**src/rtl/addr_cmd_issuer_if.sv**
```systemverilog
// Command-address bus bundle: host-side command handshake plus decoder-facing outputs.
interface addr_cmd_issuer_if #(
  parameter int ADDR_W = 5
);
  logic              cmd_valid;
  logic [ADDR_W-1:0] cmd_code;
  logic              cmd_ready;
  logic [ADDR_W-1:0] addr;
  logic              issued;
  logic              drop;
  logic              busy;

  modport master (
    output cmd_valid, cmd_code,
    input  cmd_ready, addr, issued, drop, busy
  );

  modport slave (
    input  cmd_valid, cmd_code,
    output cmd_ready, addr, issued, drop, busy
  );
endinterface

```
**src/rtl/addr_cmd_issuer.sv**
```systemverilog
// Queues command codes and drives each onto the command-address bus for a fixed hold,
// followed by an idle gap so edge-triggered decoders fire once per command.
module addr_cmd_issuer #(
  parameter int                ADDR_W      = 5,
  parameter logic [ADDR_W-1:0] IDLE_CODE   = '0,
  parameter int                HOLD_CYCLES = 2,
  parameter int                GAP_CYCLES  = 2,
  parameter int                FIFO_DEPTH  = 4
) (
  input logic              clk,
  input logic              rst_n,
  addr_cmd_issuer_if.slave bus
);
  localparam int PTR_W   = $clog2(FIFO_DEPTH);
  localparam int OCC_W   = PTR_W + 1;
  localparam int CNT_MAX = (HOLD_CYCLES > GAP_CYCLES) ? HOLD_CYCLES : GAP_CYCLES;
  localparam int CNT_W   = $clog2(CNT_MAX) + 1;

  typedef enum logic [1:0] {IDLE, HOLD, GAP} state_t;

  logic [ADDR_W-1:0] mem [FIFO_DEPTH];
  logic [PTR_W-1:0]  wr_ptr, rd_ptr;
  logic [OCC_W-1:0]  occ;
  state_t            state;
  logic [CNT_W-1:0]  cnt;
  logic [ADDR_W-1:0] addr_q;
  logic              issued_q, drop_q;
  logic              full, empty, accept, push, pop;

  // Ready depends only on registered occupancy, so a pop never frees a slot in the same cycle.
  always_comb begin
    full   = (occ == OCC_W'(FIFO_DEPTH));
    empty  = (occ == '0);
    accept = bus.cmd_valid & ~full;
    push   = accept & (bus.cmd_code != IDLE_CODE);
    pop    = (state == IDLE) & ~empty;
  end

  assign bus.cmd_ready = ~full;
  assign bus.addr      = addr_q;
  assign bus.issued    = issued_q;
  assign bus.drop      = drop_q;
  assign bus.busy      = (state != IDLE) | ~empty;

  always_ff @(posedge clk) begin
    if (push) mem[wr_ptr] <= bus.cmd_code;
  end

  always_ff @(posedge clk or negedge rst_n) begin
    if (!rst_n) begin
      wr_ptr <= '0;
      rd_ptr <= '0;
      occ    <= '0;
      drop_q <= 1'b0;
    end else begin
      drop_q <= accept & (bus.cmd_code == IDLE_CODE);
      if (push) wr_ptr <= wr_ptr + 1'b1;
      if (pop)  rd_ptr <= rd_ptr + 1'b1;
      case ({push, pop})
        2'b10:   occ <= occ + 1'b1;
        2'b01:   occ <= occ - 1'b1;
        default: occ <= occ;
      endcase
    end
  end

  always_ff @(posedge clk or negedge rst_n) begin
    if (!rst_n) begin
      state    <= IDLE;
      cnt      <= '0;
      addr_q   <= IDLE_CODE;
      issued_q <= 1'b0;
    end else begin
      issued_q <= 1'b0;
      case (state)
        IDLE: begin
          if (!empty) begin
            addr_q   <= mem[rd_ptr];
            issued_q <= 1'b1;
            cnt      <= CNT_W'(HOLD_CYCLES - 1);
            state    <= HOLD;
          end
        end
        HOLD: begin
          if (cnt == '0) begin
            addr_q <= IDLE_CODE;
            cnt    <= CNT_W'(GAP_CYCLES - 1);
            state  <= GAP;
          end else begin
            cnt <= cnt - 1'b1;
          end
        end
        GAP: begin
          if (cnt == '0) state <= IDLE;
          else           cnt   <= cnt - 1'b1;
        end
        default: state <= IDLE;
      endcase
    end
  end
endmodule

```
**src/flat_wrapper.sv**
```systemverilog
// flat-port wrapper written by rule: the top's interface ports become plain ports
module addr_cmd_issuer_flat 
#(
  parameter int                ADDR_W      = 5,
  parameter logic [ADDR_W-1:0] IDLE_CODE   = '0,
  parameter int                HOLD_CYCLES = 2,
  parameter int                GAP_CYCLES  = 2,
  parameter int                FIFO_DEPTH  = 4
)
  (clk, rst_n, bus_cmd_valid, bus_cmd_code, bus_cmd_ready, bus_addr, bus_issued, bus_drop, bus_busy);
  addr_cmd_issuer_if #(.ADDR_W(ADDR_W)) bus_i ();
  input logic clk;
  input logic rst_n;
  input wire logic [$bits(bus_i.cmd_valid)-1:0] bus_cmd_valid;
  input wire logic [$bits(bus_i.cmd_code)-1:0] bus_cmd_code;
  output wire logic [$bits(bus_i.cmd_ready)-1:0] bus_cmd_ready;
  output wire logic [$bits(bus_i.addr)-1:0] bus_addr;
  output wire logic [$bits(bus_i.issued)-1:0] bus_issued;
  output wire logic [$bits(bus_i.drop)-1:0] bus_drop;
  output wire logic [$bits(bus_i.busy)-1:0] bus_busy;
  assign bus_i.cmd_valid = bus_cmd_valid;
  assign bus_i.cmd_code = bus_cmd_code;
  assign bus_cmd_ready = bus_i.cmd_ready;
  assign bus_addr = bus_i.addr;
  assign bus_issued = bus_i.issued;
  assign bus_drop = bus_i.drop;
  assign bus_busy = bus_i.busy;
  addr_cmd_issuer #(.ADDR_W(ADDR_W), .IDLE_CODE(IDLE_CODE), .HOLD_CYCLES(HOLD_CYCLES), .GAP_CYCLES(GAP_CYCLES), .FIFO_DEPTH(FIFO_DEPTH)) u_core (.clk(clk), .rst_n(rst_n), .bus(bus_i));
endmodule
```
**config.mk**
```make
export PLATFORM = sky130hd
export DESIGN_NAME = addr_cmd_issuer_flat
export DESIGN_NICKNAME = d
export VERILOG_FILES = /design/src/rtl/addr_cmd_issuer_if.sv /design/src/rtl/addr_cmd_issuer.sv /design/src/flat_wrapper.sv
export SDC_FILE = /design/constraint.sdc
export NUM_CORES = 1
export LEC_CHECK = 0
export BUFFER_PORTS_ARGS = -buffer_cell sky130_fd_sc_hd__buf_2
export CAP_MARGIN = 10
export CORE_MARGIN = 5
export CORE_UTILIZATION = 55
export CTS_BUF_LIST = sky130_fd_sc_hd__clkbuf_4 sky130_fd_sc_hd__clkbuf_8
export DETAILED_ROUTE_END_ITERATION = 7
export PLACE_DENSITY = 0.75
export SYNTH_ARGS = -nofsm -noshare
export SYNTH_HDL_FRONTEND = slang
export SYNTH_SLANG_ARGS = --single-unit
export TNS_END_PERCENT = 30
```
**constraint.sdc**
```tcl
create_clock -name clk -period 6.1 [get_ports clk]
set_input_delay 0.305 -clock clk [delete_from_list [all_inputs] [get_ports clk]]
set_output_delay 0.305 -clock clk [all_outputs]
set_load 0.1 [all_outputs]
```
======== Word level (Yosys, flattened, before mapping) ========
Memories as Yosys holds them, arrays and structs flattened.
Index checks and enable logic that the tools add are counted.
storage, ports and cells
  register bits after elaboration ......... 18
  bits in writable memories ............... 20
  input port bits ......................... 8
  output and inout port bits .............. 9
  logic and storage cells ................. 57
  memories kept ........................... 1
cells by class
  add/subtract/negate cells ............... 5
  equality and inequality tests ........... 9
  mux-type cells .......................... 15
  bitwise operators ....................... 7
  reduce and logical (&&, ||, !) cells .... 12
memory list
  name        depth  bits a word  read ports  clocked after Yosys merged registers in  wr ports  line                   text
  u_core.mem  4      5            1           0                                        1         addr_cmd_issuer.sv:21  logic [ADDR_W-1:0] mem [FIFO_DEPTH];
operators by type and width
  operator             number
  $pmux 2 s3           2
  $mux 2               5
  $mux 5               2
  $pmux 5 s2           1
  $reduce_and 3->1     3
  $pmux 3 s2           1
  $reduce_bool 2->1    3
  $logic_not 5->1      1
  $reduce_bool 5->1    1
  $add 2x1->2 const B  2
  $and 1x1->1          4
  $eq 2x1->1 const B   2
  $eq 2x2->1 const B   2
  $logic_not 2->1      2
  $mux 1               4
  $ne 2x1->1 const B   2
  $ne 2x2->1 const B   2
  $add 3x1->3 const B  1
  $eq 3x3->1 const B   1
  $logic_not 3->1      1
  $reduce_bool 3->1    1
  $sub 3x1->3 const B  1
  $not 1->1            2
  $sub 2x1->2 const B  1
  $or 1x1->1           1

======== Logic depth before layout (Yosys ltp) ========
Gate-level depths: netlist of run 1.
  depth in word-level cells ............... 6
  gate-level depth with buffers ........... 8
  gate-level depth less buffers ........... 8

======== Worst setup path before layout of run 1 ========
Ideal clock, no wire load.
  kind .................................... flip-flop to flip-flop
  start point ............................. reg u_core.occ[1]
  end point ............................... reg u_core.occ[1]
  library setup time ...................... 0.125 ns
  data arrival time ....................... 2.339 ns
  required time ........................... 5.975 ns
  path slack .............................. 3.636 ns
  cell stages (with the launch flop) ...... 7
  path buffers ............................ 0
  clock period less this slack ............ 2.464 ns
  path through ............................ dfrtp_1 -> or3b_2 -> o211a_4 -> inv_1 -> ha_1 -> fa_1 -> mux2_2
between the ends
  longest elaborated chain between the ends .. 6
  elaborated cells on any way between the ends .. 13
  those cells by class .................... add/sub: 2; eq/ne: 3; mux: 1; bitwise: 5; reduce/logical: 2
ends and longest elaborated chain
  element                                          line                   text
  start: declaration                               addr_cmd_issuer.sv:23  logic [OCC_W-1:0] occ;
  start signal: assignment                         addr_cmd_issuer.sv:60  2'b10: occ <= occ + 1'b1;
  start signal: assignment                         addr_cmd_issuer.sv:61  2'b01: occ <= occ - 1'b1;
  $eq 3x3->1 (*)                                   addr_cmd_issuer.sv:32  full = (occ == OCC_W'(FIFO_DEPTH));
  $not 1->1 (*)                                    --
  via bus_cmd_ready                                flat_wrapper.sv:16     output wire logic [$bits(bus_i.cmd_ready)-1:0] bus_cmd_ready;
  $and 1x1->1 (*)                                  addr_cmd_issuer.sv:34  accept = bus.cmd_valid & ~full;
  $and 1x1->1 (*)                                  addr_cmd_issuer.sv:35  push = accept & (bus.cmd_code != IDLE_CODE);
  $eq 2x1->1 or $eq 2x2->1 (tied branches)         addr_cmd_issuer.sv:59  case ({push, pop})
  $pmux 3 s2 or $reduce_bool 2->1 (tied branches)  --
The timed path passes the listed nets; every way through them passes the cells marked *.
A chain may end at the register's enable or synchronous reset.

======== Final worst setup path of run 1 ========
  start point ............................. reg u_core.state[0]
  end point ............................... out bus_busy
between the ends
  longest elaborated chain between the ends .. 2
ends and longest elaborated chain
  element                   line                   text
  start: declaration        addr_cmd_issuer.sv:24  state_t state;
  start signal: assignment  addr_cmd_issuer.sv:69  state <= IDLE;
  start signal: assignment  addr_cmd_issuer.sv:81  state <= HOLD;
  start signal: assignment  addr_cmd_issuer.sv:88  state <= GAP;
  $reduce_bool 2->1         addr_cmd_issuer.sv:43  assign bus.busy = (state != IDLE) | ~empty;
  $or 1x1->1                addr_cmd_issuer.sv:43
  end: declaration          flat_wrapper.sv:20     output wire logic [$bits(bus_i.busy)-1:0] bus_busy;
Every way passes these cells.

==> metrics.md, run 1 <==
| Metric | Value |
|---|---|
| Commonest non-fill, non-tap cell in the layout | `edfxtp_1` |
| Hold path startpoint | `bus_cmd_code[2]` |
| TritonCTS buffer count | `5` |
| Antenna Cells | `0` |
| Tot GR Track Use | `0.154` |
| Initial antenna violation count | `0` |
| Clock root buffer | `clkbuf_4` |
| DR iter-0 viols | `57` |
| Status | `finished, final reports clean` |
| Filler cells | `211` |
| Final number of setup-violating endpoints | `0` |
| WHS Path Cells | `1` |
| # rows | `20` |
| # resized after CTS | `0` |
| # IOs | `17` |
| Bufs on Longest Clock Path | `2` |
| MaxCap Viol Count | `0` |
| Die width | `between 60 and 70 um` |
| Post-route ant nets | `0` |
| Most frequent cells in the layout | `20 x edfxtp_1, 18 x dfrtp_1, 16 x buf_2` |
| Post-synth EDFFs | `20` |
| Clk_lat worst skew | `0.34 ns` |
| Largest net degree at the start of global routing | `19` |
| Core Box Area | `3030 um^2` |
| Sum Neg Setup Slack | `0 ns` |
| Async set-reset flop share out of synthesis | `0.474` |
| Post-Synthesis Cells | `approximately 110` |
| Max Slew Vio Count | `0` |
| Via-to-Cell Ratio | `5.19` |
| Syn avg cell area | `between 15 and 20 um^2` |
| H-tree depth | `2` |
| Synth unique cells | `32` |
| Crit path max fanout | `6` |
| CP Class | `register to primary output` |
| Required @ worst endpoint | `5.79 ns` |
| Reg2reg setup slack | `just under 4 ns` |
| Hold-critical path endpoint | `u_core.mem[1][2]` |
| Initial Util | `0.571` |
| TritonCTS clock tree | `built` |
| R2r worst-path depth | `6` |
| CP Capture Type | `primary output` |
| Synth top area share | `0.347` |
| Clock slew seen by the registers of the worst setup and hold paths | `0.11 ns` |
| Skew final | `about 0.0083 ns` |
| Vias in the first global route | `984` |
| CTS sink cnt | `38` |
| Detailed Route WL | `approximately 2800 um` |
| Yosys warnings | `0` |
| R2R Path Start | `u_core.occ[0]` |
| Layout cell share with drive strength beyond 1 | `0.306` |
| Register area share after synthesis | `0.608` |
| Fin crit share | `0.389` |
| Max Clock Freq | `around 420 MHz` |
| Pre-antenna DRT Iters | `4` |
| Via count | `924` |
| First-pass GRT wire length | `roughly 4700 um` |
| Area Overhead vs Synth | `12.2%` |
| # nets final | `~150` |
| Syn Nets | `approximately 130` |
| Remaining global-route overflow | `0` |
| Synth top area cells | `edfxtp_1 35%, dfrtp_1 26%, ha_1 8.7%` |
| Die area | `between 4000 and 5000 um^2` |
| Avg WL per Cell | `15.8 um` |
| Die Height | `66.1 um` |
| CP startpoint kind | `register` |
| Gp weighted congestion | `0.764` |
| HP Class | `input pin to register` |
| # port buffers | `16` |
| Crit path DAT | `2.07 ns` |
| Setup repair after global routing missed its margin | `false` |
| R2R Path End | `u_core.occ[1]` |
| Post-synth top area cell | `edfxtp_1` |
| Post-Syn Area | `1730 um^2` |
| Slew at the pin closest to its max-slew limit | `roughly 0.63 ns` |
| Min cycle time layout | `between 2 and 2.5 ns` |
| # DRC | `0` |
| Yosys reg bits | `38` |
| Relative slew slack | `0.581` |
| Detailed Place HPWL | `2070 um` |
| Final Hold Viols | `0` |
| Main synth FF type | `edfxtp_1` |
cells in the mapped netlist (2+ instances only):
cell	instances
edfxtp_1	20
dfrtp_1	18
ha_1	12
inv_1	8
a22o_1	5
mux4_2	5
a21oi_1	4
and2_2	4
xnor2_1	4
mux2_2	3
nand2_1	3
o21ai_0	3
nor2_1	2
nor3_1	2
xor2_1	2
routing by layer:
| layer | vias to the layer above | GRT usage | wire length (um) |
|---|---|---|---|
| met5 | - | 0 | 0 |
| met4 | 0 | 0.0685 | 43 |
| met3 | 4 | 0.0561 | 114 |
| met2 | 17 | 0.250 | 1430 |
| met1 | 456 | 0.184 | 1220 |
| li1 | 447 | - | - |
state kept, by name, summed over array words and instances (netlist names):
name               cells
u_core.bus.issued      1
u_core.wr_ptr          2
u_core.state           2
u_core.bus.addr        5
u_core.rd_ptr          2
u_core.occ             3
u_core.mem            20
u_core.cnt             2
u_core.bus.drop        1
worst max-delay path by stage:
stage	slack, ns	startpoint	to
CTS	3.71	u_core.state[0]	bus_busy
global route	3.66	u_core.state[1]	bus_busy
detailed placement	3.79	bus_cmd_code[0]	u_core.occ[1]
global placement	3.83	bus_cmd_code[0]	u_core.occ[1]
finish	3.73	u_core.state[0]	bus_busy
floorplan	3.64	u_core.occ[1]	u_core.occ[1]
kinds of logic after synthesis:
logic type,after synthesis,share of synthesized area
XOR/XNOR,6,0.0304
AND/OR/NAND/NOR,18,0.0666
flip-flops,38,0.608
AO/OA/AOI/OAI,16,0.0731
adder cells (fa/ha/maj),13,0.0984
buffers and inverters,11,0.0246
multiplexers,10,0.0991
layout make-up:
class	instances	area, um^2	share of cell area
Clock buffer	6	45.0	0.0232
Clock inverter	2	33.8	0.0174
Inverter	8	30.0	0.0155
Multi-Input combinational cell	63	636	0.328
Sequential cell	38	1050	0.542
Tap cell	44	55.1	0.0284
Timing Repair Buffer	17	90.1	0.0464
worst max-delay path, stage by stage, from the launching register on:
cell     delay (ns)
dfrtp_1        0.43
inv_1          0.12
ha_1           0.24
or4b_1         0.59
buf_2          0.35
stage by stage:
stage               cells  utilization  instance area [um^2]  worst slack [ns]  hold slack (ns)
floorplan             112            -                  1730              3.64          0.00941
detailed placement    169        0.612                  1850              3.79            0.262
finish                178        0.641                  1940              3.73            0.187
global placement      169        0.612                  1850              3.83            0.255
global route          178        0.641                  1940              3.66            0.168
CTS                   178        0.641                  1940              3.71            0.177
repair_timing:
item | CTS | global route
setup buffers | 0 | 0
hold buffers | 1 | 0
endpoints found under the hold margin | 18 | 0
Power of run 1 is left out: the tool's default activity adds up to more than one toggle a clock period on the data nets, which glitch-free logic cannot reach.
==> inputs of run 2 (changes only) <==
--- a/config.mk
+++ b/config.mk
@@ -8,10 +8,10 @@
 export BUFFER_PORTS_ARGS = -buffer_cell sky130_fd_sc_hd__buf_2
 export CAP_MARGIN = 10
 export CORE_MARGIN = 5
-export CORE_UTILIZATION = 55
+export CORE_UTILIZATION = 54
 export CTS_BUF_LIST = sky130_fd_sc_hd__clkbuf_4 sky130_fd_sc_hd__clkbuf_8
 export DETAILED_ROUTE_END_ITERATION = 7
-export PLACE_DENSITY = 0.75
+export PLACE_DENSITY = 0.77
 export SYNTH_ARGS = -nofsm -noshare
 export SYNTH_HDL_FRONTEND = slang
 export SYNTH_SLANG_ARGS = --single-unit
==> constraint.sdc (replaced) <==
create_clock -name clk -period 1.91 [get_ports clk]
set_input_delay 0.0955 -clock clk [delete_from_list [all_inputs] [get_ports clk]]
set_output_delay 0.0955 -clock clk [all_outputs]
set_load 0.1 [all_outputs]
==> run 2 against run 1 <==
- the run now ends with setup timing left
- wire length grew 9.3%
- die area grew 1.6%
- register-to-register slack lost 3.9 ns
- final cell count grew 12%
- critical path depth grew 2
- critical path type is now register to register
- critical endpoint is now u_core.occ[1]
- largest cell class unchanged
- highest routed layer unchanged
==> metrics.md, run 2 (synthesized netlist as in run 1, its figures left out) <==
| Metric | Value |
|---|---|
| CP Capture Type | `register` |
| Tot GR Track Use | `0.166` |
| Bufs on Longest Clock Path | `2` |
| Hold path startpoint | `bus_cmd_code[3]` |
| Worst VDD drop | `between 1 and 1.5 mV` |
| Status | `finished with violations` |
| First-pass GRT wire length | `5260 um` |
| CP Class | `register to register` |
| Die width | `66.6 um` |
| Die area | `4430 um^2` |
| WHS Path Cells | `2` |
| Slew at the pin closest to its max-slew limit | `0.491 ns` |
| Crit path DAT | `2.19 ns` |
| R2r worst-path depth | `6` |
| Number of flip-flops in the largest register | `20` |
| Clock slew seen by the registers of the worst setup and hold paths | `0.12 ns` |
| MaxCap Viol Count | `0` |
| Fin crit share | `1.02` |
| Remaining global-route overflow | `0` |
| Vias in the first global route | `1099` |
| Failing checks | `setup timing` |
| Post-route core utilization | `0.706` |
| Skew final | `0.0118 ns` |
| R2R Path Start | `u_core.occ[1]` |
| Initial Util | `0.566` |
| Detailed Route WL | `slightly above 3000 um` |
| Initial antenna violation count | `0` |
| Commonest non-fill, non-tap cell in the layout | `edfxtp_1` |
| Fin worst setup slack | `-0.0442 ns` |
| # rows | `20` |
| R2R Path End | `u_core.occ[1]` |
| Avg WL per Cell | `15.4 um` |
| Reg with most FFs | `u_core.mem` |
| Crit path max fanout | `4` |
| TritonCTS clock tree | `built` |
| Via count | `1029` |
| Largest net degree at the start of global routing | `19` |
| CP startpoint kind | `register` |
| Final Hold Viols | `0` |
| Hold-critical path endpoint | `u_core.mem[2][3]` |
| Gp weighted congestion | `0.764` |
| Relative slew slack | `0.675` |
| HP Class | `input pin to register` |
| Final number of setup-violating endpoints | `1` |
| Layout cell share with drive strength beyond 1 | `0.410` |
| Reg2reg setup slack | `-0.04 ns` |
| Antenna Cells | `0` |
| # port buffers | `16` |
| Area Overhead vs Synth | `24.6%` |
| Detailed Place HPWL | `2210 um` |
| H-tree depth | `2` |
| TritonCTS buffer count | `5` |
| PD cells | `1790 nW/um^2` |
| Clock root buffer | `clkbuf_4` |
| # IOs | `17` |
| Setup repair after global routing missed its margin | `true` |
| Min cycle time layout | `1.95 ns` |
| Via-to-Cell Ratio | `5.15` |
| Sum Neg Setup Slack | `-0.0442 ns` |
| Pre-antenna DRT Iters | `4` |
| Worst Setup SP | `u_core.occ[1]` |
| Required @ worst endpoint | `around 2.1 ns` |
| Max Clock Freq | `512 MHz` |
| Most frequent cells in the layout | `20 x edfxtp_1, 18 x buf_4, 18 x dfrtp_1` |
| Clk_lat worst skew | `0.35 ns` |
| # nets final | `about 180` |
| P_leak | `0.000928 uW` |
| # DRC | `0` |
| Max Slew Vio Count | `0` |
| Core Box Area | `approximately 3100 um^2` |
| DR iter-0 viols | `22` |
| Post-route ant nets | `0` |
| CTS sink cnt | `38` |
| Die Height | `66.6 um` |
run 2: cell count changes in the layout (fill, tap and decap cells not counted), sizes merged:
| cell | delta |
|---|---|
| buf | +18 |
| dlygate4sd3 | +4 |
run 2: repair_timing:
action | 4_1_cts | 5_1_grt
endpoints found under the setup margin | 3 | 3
setup buffers | 1 | 0
hold buffers | 5 | 0
pin swaps | 3 | 0
hold endpoints to repair | 27 | 0
gates resized for setup | 4 | 4
run 2: power by group:
| group | total, uW | internal [uW] | switching [uW] |
|---|---|---|---|
| clock | 545 | 287 | 258 |
| combinational | 1990 | 876 | 1120 |
| sequential | 1320 | 1130 | 186 |
| total | 3860 | 2290 | 1560 |
run 2: routing by layer:
| layer | wire length, um | up-vias | track usage |
|---|---|---|---|
| met3 | 160 | 6 | 0.0624 |
| met1 | 1310 | 501 | 0.205 |
| met4 | 40 | 0 | 0.0558 |
| li1 | - | 494 | - |
| met2 | 1560 | 28 | 0.266 |
| met5 | 0 | - | 0 |
run 2: final cells by class:
class	count	area, um^2
Clock buffer	6	45.0
Clock inverter	2	33.8
Tap cell	44	55.1
Fill cell	233	898
Multi-Input combinational cell	63	657
Inverter	8	32.5
Timing Repair Buffer	39	280
Sequential cell	38	1050
run 2: worst max-delay path, cell delays in order (launching register included):
cell	delay [ns]
dfrtp_1	0.42
or3b_4	0.42
o211a_4	0.16
inv_4	0.06
ha_4	0.13
fa_1	0.40
mux2_2	0.26
run 2: how the worst max path moves through the flow:
| stage | end | slack, ns |
|---|---|---|
| after detailed placement | u_core.occ[1] | -0.08 |
| after floorplan | u_core.occ[1] | -0.29 |
| after global routing | u_core.occ[1] | -0.1 |
| after CTS | u_core.occ[1] | -0.04 |
| final | u_core.occ[1] | -0.04 |
| after global placement | u_core.occ[1] | -0.04 |
run 2: per-stage QoR:
stage	instance area (um^2)	std cells	total power [uW]	worst slack, ns	hold WS, ns
2_1_floorplan	1750	112	2750	-0.289	-0.200
3_3_place_gp	1990	186	3190	-0.0426	0.0392
3_5_place_dp	1990	186	3270	-0.0776	0.0519
4_1_cts	2140	200	3850	-0.0397	0.0410
5_1_grt	2150	200	4120	-0.0996	0.0250
6_report	2150	200	3860	-0.0442	0.0537
No activity file was read; power rests on OpenSTA's default activity.
